$ cat src/rtl/pipelined_cl_adder.sv
// Pipelined carry-lookahead adder: one C_WIDTH/C_STAGES-bit segment per stage, valid/ready on both sides.
// Define PIPE_ADDER_SUB_EN to add the sub port (y = a + ~b + 1 when sub=1).
module pipelined_cl_adder #(
  parameter int unsigned C_WIDTH  = 32,
  parameter int unsigned C_STAGES = 4
) (
  input  logic               clk,
  input  logic               reset_n,
  input  logic               in_valid,
  output logic               in_ready,
  input  logic [C_WIDTH-1:0] a,
  input  logic [C_WIDTH-1:0] b,
`ifdef PIPE_ADDER_SUB_EN
  input  logic               sub,
`endif
  output logic               out_valid,
  input  logic               out_ready,
  output logic [C_WIDTH:0]   y
);

  localparam int unsigned SEG = C_WIDTH / C_STAGES;

  // Full 4-bit groups use sum-of-products lookahead; a trailing partial group ripples.
  function automatic logic [SEG:0] seg_add(input logic [SEG-1:0] x,
                                           input logic [SEG-1:0] z,
                                           input logic           ci);
    logic [SEG-1:0] g, p, s;
    logic [4:0]     cv;
    logic           c, gen, prop;
    g  = x & z;
    p  = x ^ z;
    s  = '0;
    cv = '0;
    c  = ci;
    for (int unsigned base = 0; base < SEG; base += 4) begin
      if (base + 4 <= SEG) begin
        for (int unsigned j = 0; j <= 4; j++) begin
          gen  = 1'b0;
          prop = 1'b1;
          for (int unsigned m = 0; m < j; m++) begin
            gen  = gen | (g[base+j-1-m] & prop);
            prop = prop & p[base+j-1-m];
          end
          cv[j] = gen | (prop & c);
        end
        for (int unsigned j = 0; j < 4; j++) s[base+j] = p[base+j] ^ cv[j];
        c = cv[4];
      end else begin
        for (int unsigned j = base; j < SEG; j++) begin
          s[j] = p[j] ^ c;
          c    = g[j] | (p[j] & c);
        end
      end
    end
    return {c, s};
  endfunction

  logic [C_STAGES-1:0] v_vec;
  logic [C_STAGES-1:0] adv;
  logic [C_WIDTH-1:0]  b_in;
  logic                cin0;

`ifdef PIPE_ADDER_SUB_EN
  assign b_in = sub ? ~b : b;
  assign cin0 = sub;
`else
  assign b_in = b;
  assign cin0 = 1'b0;
`endif

  // A stage may advance if it is empty or everything downstream of it advances.
  always_comb begin
    logic acc;
    acc = out_ready;
    adv = '0;
    for (int unsigned i = 0; i < C_STAGES; i++) begin
      acc                 = acc | ~v_vec[C_STAGES-1-i];
      adv[C_STAGES-1-i]   = acc;
    end
  end

  for (genvar k = 0; k < C_STAGES; k++) begin : g_stage
    localparam int unsigned RW = (k + 1) * SEG;
    logic          v_q, v_d, c_q;
    logic [RW-1:0] r_q, r_d;
    logic [SEG:0]  sum;

    if (k == 0) begin : g_in
      assign sum = seg_add(a[SEG-1:0], b_in[SEG-1:0], cin0);
      assign r_d = sum[SEG-1:0];
      assign v_d = in_valid;
    end else begin : g_in
      assign sum = seg_add(g_stage[k-1].g_ops.a_q[SEG-1:0],
                           g_stage[k-1].g_ops.b_q[SEG-1:0],
                           g_stage[k-1].c_q);
      assign r_d = {sum[SEG-1:0], g_stage[k-1].r_q};
      assign v_d = g_stage[k-1].v_q;
    end

    always_ff @(posedge clk or negedge reset_n) begin
      if (!reset_n) begin
        v_q <= 1'b0;
        c_q <= 1'b0;
        r_q <= '0;
      end else if (adv[k]) begin
        v_q <= v_d;
        c_q <= sum[SEG];
        r_q <= r_d;
      end
    end

    // Only the not-yet-added upper operand segments travel with the stage.
    if (k < C_STAGES - 1) begin : g_ops
      localparam int unsigned UW = C_WIDTH - RW;
      logic [UW-1:0] a_q, b_q, a_d, b_d;

      if (k == 0) begin : g_src
        assign a_d = a[C_WIDTH-1:SEG];
        assign b_d = b_in[C_WIDTH-1:SEG];
      end else begin : g_src
        assign a_d = g_stage[k-1].g_ops.a_q[UW+SEG-1:SEG];
        assign b_d = g_stage[k-1].g_ops.b_q[UW+SEG-1:SEG];
      end

      always_ff @(posedge clk or negedge reset_n) begin
        if (!reset_n) begin
          a_q <= '0;
          b_q <= '0;
        end else if (adv[k]) begin
          a_q <= a_d;
          b_q <= b_d;
        end
      end
    end

    assign v_vec[k] = v_q;
  end

  assign in_ready  = adv[0];
  assign out_valid = v_vec[C_STAGES-1];
  assign y         = {g_stage[C_STAGES-1].c_q, g_stage[C_STAGES-1].r_q};

endmodule
$ cat config.mk
export PLATFORM = sky130hd
export DESIGN_NAME = pipelined_cl_adder
export DESIGN_NICKNAME = d
export VERILOG_FILES = /design/src/rtl/pipelined_cl_adder.sv
export SDC_FILE = /design/constraint.sdc
export NUM_CORES = 1
export LEC_CHECK = 0
export ABC_AREA = 1
export BUFFER_PORTS_ARGS = -buffer_cell sky130_fd_sc_hd__buf_2
export CORE_ASPECT_RATIO = 0.7
export CORE_MARGIN = 10
export CORE_UTILIZATION = 45
export CTS_BUF_LIST = sky130_fd_sc_hd__clkbuf_8
export DETAILED_ROUTE_END_ITERATION = 8
export PLACE_DENSITY = 0.74
export SYNTH_ARGS = -nofsm -noshare
export SYNTH_HDL_FRONTEND = slang
export SYNTH_SLANG_ARGS = --single-unit
$ cat constraint.sdc
create_clock -name clk -period 3.2 [get_ports clk]
set_input_delay 0.48 -clock clk [delete_from_list [all_inputs] [get_ports clk]]
set_output_delay 0.48 -clock clk [all_outputs]
set_load 0.03 [all_outputs]
==> results of run 1 <==
per-stage QoR:
step	total power [µW]	cells	area, µm²	setup WS [ns]
floorplan	4540	912	8090	1.30
global placement	5150	1216	8780	0.994
detailed placement	5220	1216	8780	0.957
CTS	6740	1248	9160	1.06
global route	7150	1248	9160	0.857
finish	6680	1248	9160	1.09
routing by layer:
layer	vias up	track usage	part of all wire
li1	3032	-	-
met1	2649	0.233	0.55
met2	153	0.188	0.37
met3	23	0.0422	0.062
met4	0	0.0477	0.016
met5	-	0	0
cell families (layout without fill, tap and decap cells):
group / after synthesis / count (layout)
and+or+nand+nor: 466 / 466
DFF: 184 / 184
buffers and inverters: 107 / 212
AOI/OAI and AO/OA: 105 / 105
adders and majority gates: 40 / 40
xor gates and xnor gates: 10 / 10
cell usage in the layout, fill, tap and decap left out, drive strengths merged:
cell type	Yosys	routed
nand4	1	1
ha	32	32
clkinvlp	0	3
fa	8	8
o21a	1	1
clkbuf	18	18
nand2	414	414
xor2	4	4
dfrtp	184	184
o21ai	77	77
nor2	16	16
bufinv	0	2
a21oi	19	19
clkinv	1	9
a21o	5	5
inv	69	70
or2	5	5
buf	19	110
nand3b	3	3
xnor2	6	6
nand3	24	24
o22ai	1	1
a31oi	2	2
and3	3	3
flip-flops by register name, summed over array words and instances, names as in the netlist:
signal,cells
out_valid,1
g_stage.g_ops.b_q,48
g_stage.r_q,80
g_stage.v_q,3
g_stage.g_ops.a_q,48
g_stage.c_q,4
synthesized netlist by cell type:
| cell type | n |
|---|---|
| inv_1 | 67 |
| a21o_1 | 5 |
| nand2_4 | 1 |
| buf_6 | 4 |
| xnor2_1 | 6 |
| o22ai_1 | 1 |
| nand4_1 | 1 |
| xor2_1 | 4 |
| o21ai_1 | 8 |
| nor2_4 | 2 |
| dfrtp_1 | 184 |
| or2_1 | 1 |
| buf_2 | 13 |
| nand3_1 | 24 |
| ha_1 | 32 |
| nor2_1 | 14 |
| o21ai_0 | 69 |
| a21oi_1 | 19 |
| clkinv_1 | 1 |
| inv_2 | 2 |
| nand3b_1 | 3 |
| clkbuf_1 | 18 |
| a31oi_1 | 2 |
| nand2_1 | 413 |
| buf_4 | 2 |
| o21a_1 | 1 |
| or2_2 | 4 |
| and3_1 | 3 |
| fa_1 | 8 |
where the power goes:
part / switching [µW] / leakage (µW) / internal (µW)
registers: 324 / 0.00220 / 2890
clock network: 816 / 0.000195 / 704
logic: 1300 / 0.00256 / 645
worst max-delay path by stage:
stage / startpoint / to / cells after the start
global route: out_valid / g_stage[2].c_q / 8
finish: out_valid / g_stage[2].c_q / 8
global placement: out_ready / g_stage[2].c_q / 8
CTS: out_valid / in_ready / 6
floorplan: a[3] / g_stage[0].r_q[5] / 7
detailed placement: out_ready / g_stage[2].c_q / 8
cell type report:
type	instances	area [µm²]
well taps	231	289
clock inverters	14	134
flip-flops and latches	184	4600
clock buffers	18	248
repair buffers	110	589
inverters	70	263
multi-input cells	621	3030
fillers	1651	8260
==> results by group, run 1 <==
Floorplan
  – Die Wd: 180 µm
  – Row count: 40
  – Full die area: 23800 µm²
  – Die Y: 132 µm
  – Initial Util: 0.464
  – Num ports: 103
  – Core footprint: 17400 µm²

STA
  – Post-route clock period utilization: 0.660
  – Worst slew pin tran: 0.832 ns
  – Max Clock Freq: 474 MHz
  – Unrepaired setup endpoints after global routing: false
  – Hold WS: 0.00816 ns
  – Final Hold Fails: 0
  – Period minus WS final: 2.11 ns
  – Pins Over Slew Limit: 0
  – Post-route setup TNS: 0 ns
  – Setup violators final: 0
  – Worst clock skew: 0.00946 ns
  – Worst slew margin relative to its limit: 0.445

Clock tree
  – CTS Sinks: 184
  – Root buf cell: clkbuf_8
  – Htree depth: 4
  – Clk buf depth: 2
  – TritonCTS Buffers: 17
  – Post-CTS Resized: 0
  – TritonCTS clock tree: built
  – Clk Latency, worst-skew pair: 0.46 ns
  – Hold Buf Count CTS: 0
  – Clk slew on worst S/H paths: 0.09 ns
  – Post-CTS setup buffers: 0

Cells and area
  – Finished Core Util: 0.526
  – Layout area overhead: 13.2%
  – ANT cells: 0
  – NumNets Final: 1112
  – Share of cells above drive strength 1: 0.148

Placed design
  – HPWL Detailed: 12800 µm
  – PortBufs: 102
  – Routability congestion estimate: 0.807

Run
  – Max_cap viols: 0

Setup path
  – CP Buf/Inv Count: 4
  – CP most frequent cell: inv_1
  – Worst r2r src: out_valid
  – Startpoint Class: flip-flop
  – Slowest CP cell: buf_4
  – Max incr delay on CP: 0.47 ns
  – Worst path arrival time: 2.46 ns
  – CP Data Required Time: 3.55 ns
  – Delay-heaviest family, CP: buffers and inverters
  – Worst Path Max Fanout: 63
  – R2R depth: 8
  – FF-to-FF End: g_stage[2].c_q
  – Crit end category: flip-flop
  – Reg2reg setup slack: 1.09 ns
  – CP cell instances: inv_1 > nor2_4 > nand2_4 > buf_4 > inv_1 > or2_2 > inv_1 > a21oi_1
  – Kind of critical path: flip-flop to flip-flop

Synthesis
  – Post-synthesis adder-cell area fraction: 0.0693
  – Simple-gate portion of the synthesized area: 0.227
  – Flops & latches, synth: 184
  – Syn nets: 1020
  – Compound-Gate Fraction of Synth Area: 0.0673
  – Synth top area share: 0.569
  – Largest family of logic cells by synthesized area: simple AND/OR/NAND/NOR gates
  – Xor/xnor cell area share of the yosys netlist: 0.0108
  – Biggest area consumer among synthesized cells: dfrtp_1
  – Post-synthesis instance area: 8090 µm²
  – Sequential area share after synthesis: 0.569
  – Synth Instances: 912
  – Top area cells in the synthesized netlist: dfrtp_1 (57%), nand2_1 (19%), ha_1 (5.0%)
  – Mux contribution to synthesized area: 0
  – Synthesis Warnings: 0
  – Synth unique cells: 29
  – Syn avg cell area: 8.87 µm²

Route
  – Initial DRC count: 507
  – Via density: 4.69
  – Final ANT Viol Nets: 0
  – Drt wl/cell: 14.1 µm
  – DRT Pass-1 Iters: 5
  – Vias: 5857
  – Drt total wl: 17600 µm
  – # DRC: 0

Global routing
  – Vias in the first global route: 5805
  – Largest net degree at the start of global routing: 78
  – Remaining Overflow, GRT: 0
  – First-pass GRT wire length: 29300 µm
  – GRT Total Usage: 0.149
  – Initial antenna violation count: 0

Power and ir drop
  – PwrDens: 730 nW/µm²
  – LEAKAGE: 0.00495 µW
  – Worst vdd rail ir drop: 451 µV

Run status
  – Outcome: finished, final reports clean

Min path
  – HP Class: primary input to async pin
(Power assumes the default switching activity.)
==> run 2: changes to the inputs <==
ABC_AREA = 0   (was 1)
PLACE_DENSITY = 0.76   (was 0.74)
clock period = 1.9 ns   (was 3.2 ns; I/O delays follow)
==> run 2 against run 1 <==
  * Clock skew is 0.0039 ns higher
  * Die area is 1.2% lower
  * Cell area up 4.5%
  * Clock power grew 83%
  * Synthesized cell count is 22% lower
  * Largest cell class unchanged
  * The run now ends with setup timing left
  * Register-to-register slack lost 1.1 ns
  * Via count shrank 9.8%
  * Setup slack lost 1.1 ns
  * Routed wire length down 7.9%
  * Highest routed layer unchanged
  * Sequential share of layout area is 2.1 points lower
  * Final cell count fell by 13%
==> results by group, run 2 <==
Floorplan
  – Num ports: 103 (unchanged)
  – Die Y: 131 µm (-0.60%)
  – Row count: 40 (unchanged)
  – Die Wd: 179 µm (-0.63%)
  – Initial Util: 0.462 (-0.00256)
  – Full die area: 23500 µm² (-1.2%)
  – Core footprint: 17300 µm² (-0.86%)

Route
  – Final ANT Viol Nets: 0 (unchanged)
  – Via density: 4.89 (+4.2%)
  – Initial DRC count: 281 (-45%)
  – Drt wl/cell: 15.0 µm (+6.3%)
  – DRT Pass-1 Iters: 5 (unchanged)
  – # DRC: 0 (unchanged)
  – Vias: 5284 (-9.8%)
  – Drt total wl: 16200 µm (-7.9%)

STA
  – Setup violators final: 1 (+1)
  – Worst setup margin: -0.0446 ns (-1.13 ns)
  – Unrepaired setup endpoints after global routing: true
  – Worst slew pin tran: 0.512 ns (-0.320 ns)
  – Period minus WS final: 1.94 ns (-0.167 ns)
  – Worst clock skew: 0.0134 ns (+0.00394 ns)
  – Final Hold Fails: 0 (unchanged)
  – Post-route clock period utilization: 1.02 (+0.364)
  – Hold WS: 0.0334 ns (+0.0253 ns)
  – Pins Over Slew Limit: 0 (unchanged)
  – Max Clock Freq: 514 MHz (+8.6%)
  – Worst slew margin relative to its limit: 0.659 (+0.214)

Cells and area
  – Layout area overhead: 20.0%
  – NumNets Final: 945 (-15%)
  – ANT cells: 0 (unchanged)
  – Commonest non-fill, non-tap cell in the layout: nand2_1
  – Post-route insts no fill: 1081 (-13%)
  – Share of cells above drive strength 1: 0.326 (+0.177)
  – Largest regs: g_stage.r_q: 80 flops, g_stage.g_ops.a_q: 48 flops, g_stage.g_ops.b_q: 48 flops
  – Most frequent cells in the layout: nand2_1 (209), dfrtp_1 (183), buf_2 (100), mux2_2 (78), nor2_1 (31)
  – Finished Core Util: 0.554 (+0.0283)
  – Max FFs per register: 80 (unchanged)
  – Design area: 9570 µm² (+4.5%)
  – Largest Register: g_stage.r_q

Setup path
  – Startpoint Class: flip-flop
  – CP Buf/Inv Count: 0 (-4)
  – CP cell instances: ha_4 > a211oi_2 > nor2_1 > o21ai_1 > nand2b_1 > fa_2 > mux2_4
  – Delay-heaviest family, CP: adder cells
  – Slowest CP cell: dfrtp_1
  – Worst path arrival time: 2.29 ns (-0.17 ns)
  – Worst Setup SP: g_stage[1].g_ops.a_q[0]
  – Worst r2r src: g_stage[1].g_ops.a_q[0]
  – Max incr delay on CP: 0.42 ns (-0.05 ns)
  – Crit end category: flip-flop
  – Worst Path Max Fanout: 2 (-97%)
  – Kind of critical path: flip-flop to flip-flop
  – CP Data Required Time: 2.25 ns (-1.30 ns)

Clock tree
  – TritonCTS clock tree: built
  – TritonCTS Buffers: 17 (unchanged)
  – CTS Sinks: 184 (unchanged)
  – Root buf cell: clkbuf_8
  – Clk Latency, worst-skew pair: 0.46 ns (about the same)
  – Htree depth: 4 (unchanged)
  – Clk buf depth: 2 (unchanged)
  – Clk slew on worst S/H paths: 0.09 ns (about the same)

Global routing
  – Vias in the first global route: 5440 (-6.3%)
  – Met1 Track Usage GR: 0.196 (-0.0368)
  – Met2 Track Usage GR: 0.210 (+0.0220)
  – First-pass GRT wire length: 27100 µm (-7.6%)
  – Remaining Overflow, GRT: 0 (unchanged)
  – Initial antenna violation count: 0 (unchanged)
  – Largest net degree at the start of global routing: 51 (-35%)
  – Met3 Track Usage GR: 0.0435 (+0.00127)
  – Gr busiest metal: met2
  – GRT Total Usage: 0.141 (-0.00783)

Synthesis
  – Post-synth top cells: nand2_1 (210), dfrtp_1 (184), mux2_2 (79)
  – Biggest area consumer among synthesized cells: dfrtp_1
  – Flops & latches, synth: 184 (unchanged)
  – Synth top area share: 0.577 (+0.00813)
  – Most common cell in the synthesized netlist: nand2_1
  – Synth unique cells: 38 (+31%)
  – Post-synthesis instance area: 7970 µm² (-1.4%)
  – Synth Flop Type: dfrtp_1
  – Syn avg cell area: 11.3 µm² (+27%)
  – Number of synthesized flops with an enable pin: 0 (unchanged)
  – Synth Instances: 708 (-22%)
  – Sequential area share after synthesis: 0.577 (+0.00813)
  – Syn nets: 816 (-20%)
  – Top area cells in the synthesized netlist: dfrtp_1 (58%), mux2_2 (11%), nand2_1 (9.9%)
  – Synthesis Warnings: 0 (unchanged)
  – Fraction of registers with async set/reset: 1.00 (unchanged)

Power and ir drop
  – Worst vdd rail ir drop: 592 µV (+31%)
  – LEAKAGE: 0.00464 µW (-6.3%)
  – PwrDens: 1250 nW/µm² (+71%)
  – Total power: 12000 µW (+79%)

Run status
  – Failing checks: setup timing
  – Outcome: complete, but fails checks

Min path
  – Min-Delay Startpoint: in_valid
  – HP Class: primary input to flip-flop

Placed design
  – DP Area: 8960 µm² (+2.1%)
  – Routability congestion estimate: 0.827 (+2.4%)
  – DP Cell Count: 1041 (-14%)
  – PortBufs: 102 (unchanged)
  – HPWL Detailed: 11600 µm (-9.3%)

Run
  – Max_cap viols: 0 (unchanged)
[run 2: cell type report]
cell class	count	area [µm²]
Multi-Input combinational cell	478	3270
Tap cell	231	289
Fill cell	1525	7700
Sequential cell	184	4610
Inverter	15	56.3
Clock buffer	17	234
Clock inverter	15	191
Timing Repair Buffer	141	921
[run 2: worst register-to-register path, delay by kind of cell (launching register included)]
family | cells | cell delay, ns
compound gates | 2 | 0.33
fa+ha+maj | 2 | 0.66
flops | 1 | 0.42
mux | 1 | 0.26
simple gates | 2 | 0.17
[run 2: timing repair]
action	CTS	global route
hold buffers	1	0
hold endpoints to repair	42	0
endpoints found under the setup margin	8	13
buffers inserted	3	5
gates resized for setup	12	19
pin swaps	14	13
cloned	0	0
[run 2: report_power, final]
part	total, µW	internal [µW]	switching, µW	leakage (µW)
sequential	5510	4920	587	0.00216
combinational	3670	1580	2080	0.00228
clock	2780	1330	1450	0.000203
[run 2: cells by family after synthesis]
logic type | synth area share
muxes | 0.112
xor gates and xnor gates | 0.0209
and+or+nand+nor | 0.131
buffers and inverters | 0.0295
AOI/OAI and AO/OA | 0.0595
DFF | 0.577
adders and majority gates | 0.0703
[run 2: per-stage QoR]
stage               setup slack [ns]  TNS [ns]
global route                  -0.105    -0.465
detailed placement            -0.137    -0.588
finish                       -0.0446   -0.0446
CTS                           -0.116    -0.353
global placement             -0.0928    -0.242
floorplan                    -0.0212   -0.0212
[run 2: path summary, 6_finish.rpt]
path / end / slack (ns) / cells after the start
worst max-delay path: g_stage[2].r_q[20] / -0.04 / 7
worst min-delay path: g_stage[0].v_q / 0.03 / 2
max in group asynchronous: g_stage[0].g_ops.b_q[17] / 0.98 / 3
worst min register to register: g_stage[3].r_q[21] / 0.47 / 2
min in group asynchronous: g_stage[0].g_ops.a_q[14] / 0.31 / 2
worst max register to register: g_stage[2].r_q[20] / -0.04 / 7
[run 2: routing by layer]
layer	share of wire	up-vias
met1	0.49	2582
met4	0.0080	0
met2	0.45	81
met3	0.052	9
li1	-	2612
met5	0	-
==> run 3: changes to the inputs <==
ABC_AREA = 1   (was 0)
CORE_ASPECT_RATIO = 0.5   (was 0.7)
SETUP_SLACK_MARGIN = 0.3   (was not set)
==> run 3 against run 2 <==
  * The run now ends clean
  * Core utilization rose by 2.0 points
  * Setup slack improved by 0.18 ns
  * Largest cell class unchanged
  * Sequential cell count did not move
  * Critical path type unchanged
==> results by group, run 3 (synthesis results as in run 1) <==
Power and ir drop
  – Clock power share: 0.224 (-0.009)
  – LEAKAGE: 0.00527 µW (+14%)
  – Sw Share: 0.386 (+0.0413)
  – Internal Power: 7550 µW (-3.7%)
  – Worst vdd rail ir drop: 524 µV (-12%)
  – Sequential power share: 0.444 (-0.017)
  – Comb pwr share: 0.332 (+0.025)
  – Sw Pwr: 4750 µW (+15%)
  – PwrDens: 1220 nW/µm² (-2.0%)

Setup path
  – Worst Path Max Fanout: 4 (+2)
  – Max incr delay on CP: 0.43 ns (about the same)
  – Startpoint Class: flip-flop
  – Worst Setup SP: g_stage[1].g_ops.b_q[3]
  – CP most frequent cell: nand2_1
  – CP cell instances: ha_4 > nand2_1 > inv_2 > nand3_2 > nand2_2 > fa_2 > nand2_1 > o21ai_1
  – Crit end category: flip-flop
  – CP Data Required Time: 2.24 ns (about the same)
  – Worst path arrival time: 2.11 ns (-0.18 ns)
  – Kind of critical path: flip-flop to flip-flop
  – Worst r2r src: g_stage[1].g_ops.b_q[3]
  – Slowest CP cell: dfrtp_1

Route
  – Final ANT Viol Nets: 0 (unchanged)
  – Routed wl met2: 9200 µm (+27%)
  – Via density: 4.91 (+0.37%)
  – # DRC: 0 (unchanged)
  – DRT Pass-1 Iters: 7 (+2)
  – Metal3 WL: 846 µm (+0.36%)
  – Max layer used: met4
  – Drt total wl: 20500 µm (+26%)
  – Initial DRC count: 588 (+110%)
  – Vias: 6363 (+20%)
  – Drt wl/cell: 15.8 µm (+5.3%)
  – Met1 WL: 10200 µm (+28%)

Cells and area
  – Most frequent cells in the layout: nand2_1 (394), dfrtp_1 (183), buf_2 (100), o21ai_0 (65), inv_1 (63)
  – Design area: 10000 µm² (+4.9%)
  – ANT cells: 0 (unchanged)
  – Largest Register: g_stage.r_q
  – NumNets Final: 1158 (+23%)
  – Max FFs per register: 80 (unchanged)
  – Layout area overhead: 24.1%
  – Share of cells above drive strength 1: 0.236 (-0.0898)
  – Largest regs: g_stage.r_q: 80 flops, g_stage.g_ops.a_q: 48 flops, g_stage.g_ops.b_q: 48 flops
  – Commonest non-fill, non-tap cell in the layout: nand2_1

Clock tree
  – Clk slew on worst S/H paths: 0.11 ns (+0.02 ns)
  – CTS Sinks: 184 (unchanged)
  – Clk buf depth: 2 (unchanged)
  – Clk Latency, worst-skew pair: 0.47 ns (about the same)
  – Htree depth: 4 (unchanged)
  – TritonCTS Buffers: 17 (unchanged)
  – TritonCTS clock tree: built
  – Root buf cell: clkbuf_8

Global routing
  – Vias in the first global route: 6157 (+13%)
  – Remaining Overflow, GRT: 0 (unchanged)
  – Initial antenna violation count: 0 (unchanged)
  – GRT Total Usage: 0.165 (+0.0237)
  – First-pass GRT wire length: 32200 µm (+19%)
  – Largest net degree at the start of global routing: 69 (+35%)

Min path
  – Min-Delay Startpoint: b[26]
  – HP Class: primary input to flip-flop

Floorplan
  – Full die area: 24100 µm² (+2.3%)
  – Die Y: 115 µm (-13%)
  – Core footprint: 17500 µm² (+1.3%)
  – Die Wd: 210 µm (+17%)
  – Initial Util: 0.463 (+0.000762)
  – Num ports: 103 (unchanged)
  – Row count: 34 (-15%)

STA
  – Post-route clock period utilization: 0.930 (-0.0930)
  – Pins Over Slew Limit: 0 (unchanged)
  – Max Clock Freq: 566 MHz (+10%)
  – Worst slew margin relative to its limit: 0.761 (+0.103)
  – Worst slew pin tran: 0.358 ns (-0.154 ns)
  – Setup violators final: 0 (-1)
  – Period minus WS final: 1.77 ns (-0.177 ns)
  – Worst clock skew: 0.0197 ns (+0.00626 ns)
  – Unrepaired setup endpoints after global routing: true
  – Final Hold Fails: 0 (unchanged)
  – Post-route setup TNS: 0 ns (+0.0446 ns)

Placed design
  – PortBufs: 102 (unchanged)
  – DP Area: 8900 µm² (-0.70%)
  – HPWL Detailed: 13700 µm (+18%)
  – Routability congestion estimate: 0.833 (+0.77%)

Run
  – Max_cap viols: 0 (unchanged)

Run status
  – Outcome: finished, final reports clean
[run 3: power groups by stage]
stage / sequential [µW] / clock (µW) / combinational, µW
6_report: 5460 / 2750 / 4080
5_1_grt: 5570 / 2990 / 4530
4_1_cts: 5440 / 2790 / 3670
3_5_place_dp: 5490 / 0 / 3380
3_3_place_gp: 5460 / 0 / 3280
2_1_floorplan: 5900 / 0 / 1770
[run 3: worst paths after layout]
kind | to | slack, ns | depth (start not counted)
max in group asynchronous | out_valid | 0.99 | 3
hold reg to reg | g_stage[1].g_ops.b_q[6] | 0.48 | 2
hold / removal | g_stage[0].g_ops.b_q[18] | 0.02 | 3
setup reg to reg | g_stage[2].r_q[20] | 0.13 | 8
setup / recovery | g_stage[2].r_q[20] | 0.13 | 8
min in group asynchronous | g_stage[0].g_ops.b_q[3] | 0.25 | 2
[run 3: area by class of cell]
type | instances | area (µm²)
Timing Repair Buffer | 156 | 1050
Fill cell | 1455 | 7450
Sequential cell | 184 | 4610
Inverter | 70 | 277
Clock inverter | 15 | 203
Multi-Input combinational cell | 621 | 3370
Tap cell | 234 | 293
Clock buffer | 17 | 234
[run 3: metal layers]
metal,up-vias,GRT usage
met5,-,0
met1,3060,0.241
met2,161,0.245
met4,0,0.0414
met3,12,0.0336
li1,3130,-
[run 3: what timing repair did]
item / in CTS / in global routing
pin swaps: 22 / 19
hold buffers: 6 / 2
hold endpoints to repair: 39 / 2
gates resized for setup: 32 / 47
setup endpoints to repair: 52 / 108
setup buffers: 16 / 15
gates cloned: 0 / 1
[run 3: metrics by stage]
stage | cells | total power, µW | hold WS, ns | utilization | setup WS, ns
2_1_floorplan | 912 | 7670 | -0.0106 | - | 0.247
3_3_place_gp | 1225 | 8740 | 0.170 | 0.509 | 0.172
3_5_place_dp | 1225 | 8870 | 0.168 | 0.509 | 0.135
4_1_cts | 1279 | 11900 | 0.00170 | 0.554 | 0.124
5_1_grt | 1297 | 13100 | -0.00292 | 0.574 | 0.0617
6_report | 1297 | 12300 | 0.0173 | 0.574 | 0.132
[run 3: critical path, delay by kind of cell (launching register included)]
kind	cells	cell delay (ns)
AND/OR/NAND/NOR	4	0.35
AO/OA/AOI/OAI	1	0.06
flip-flops	1	0.43
adder cells (fa/ha/maj)	2	0.74
buffers and inverters	1	0.08
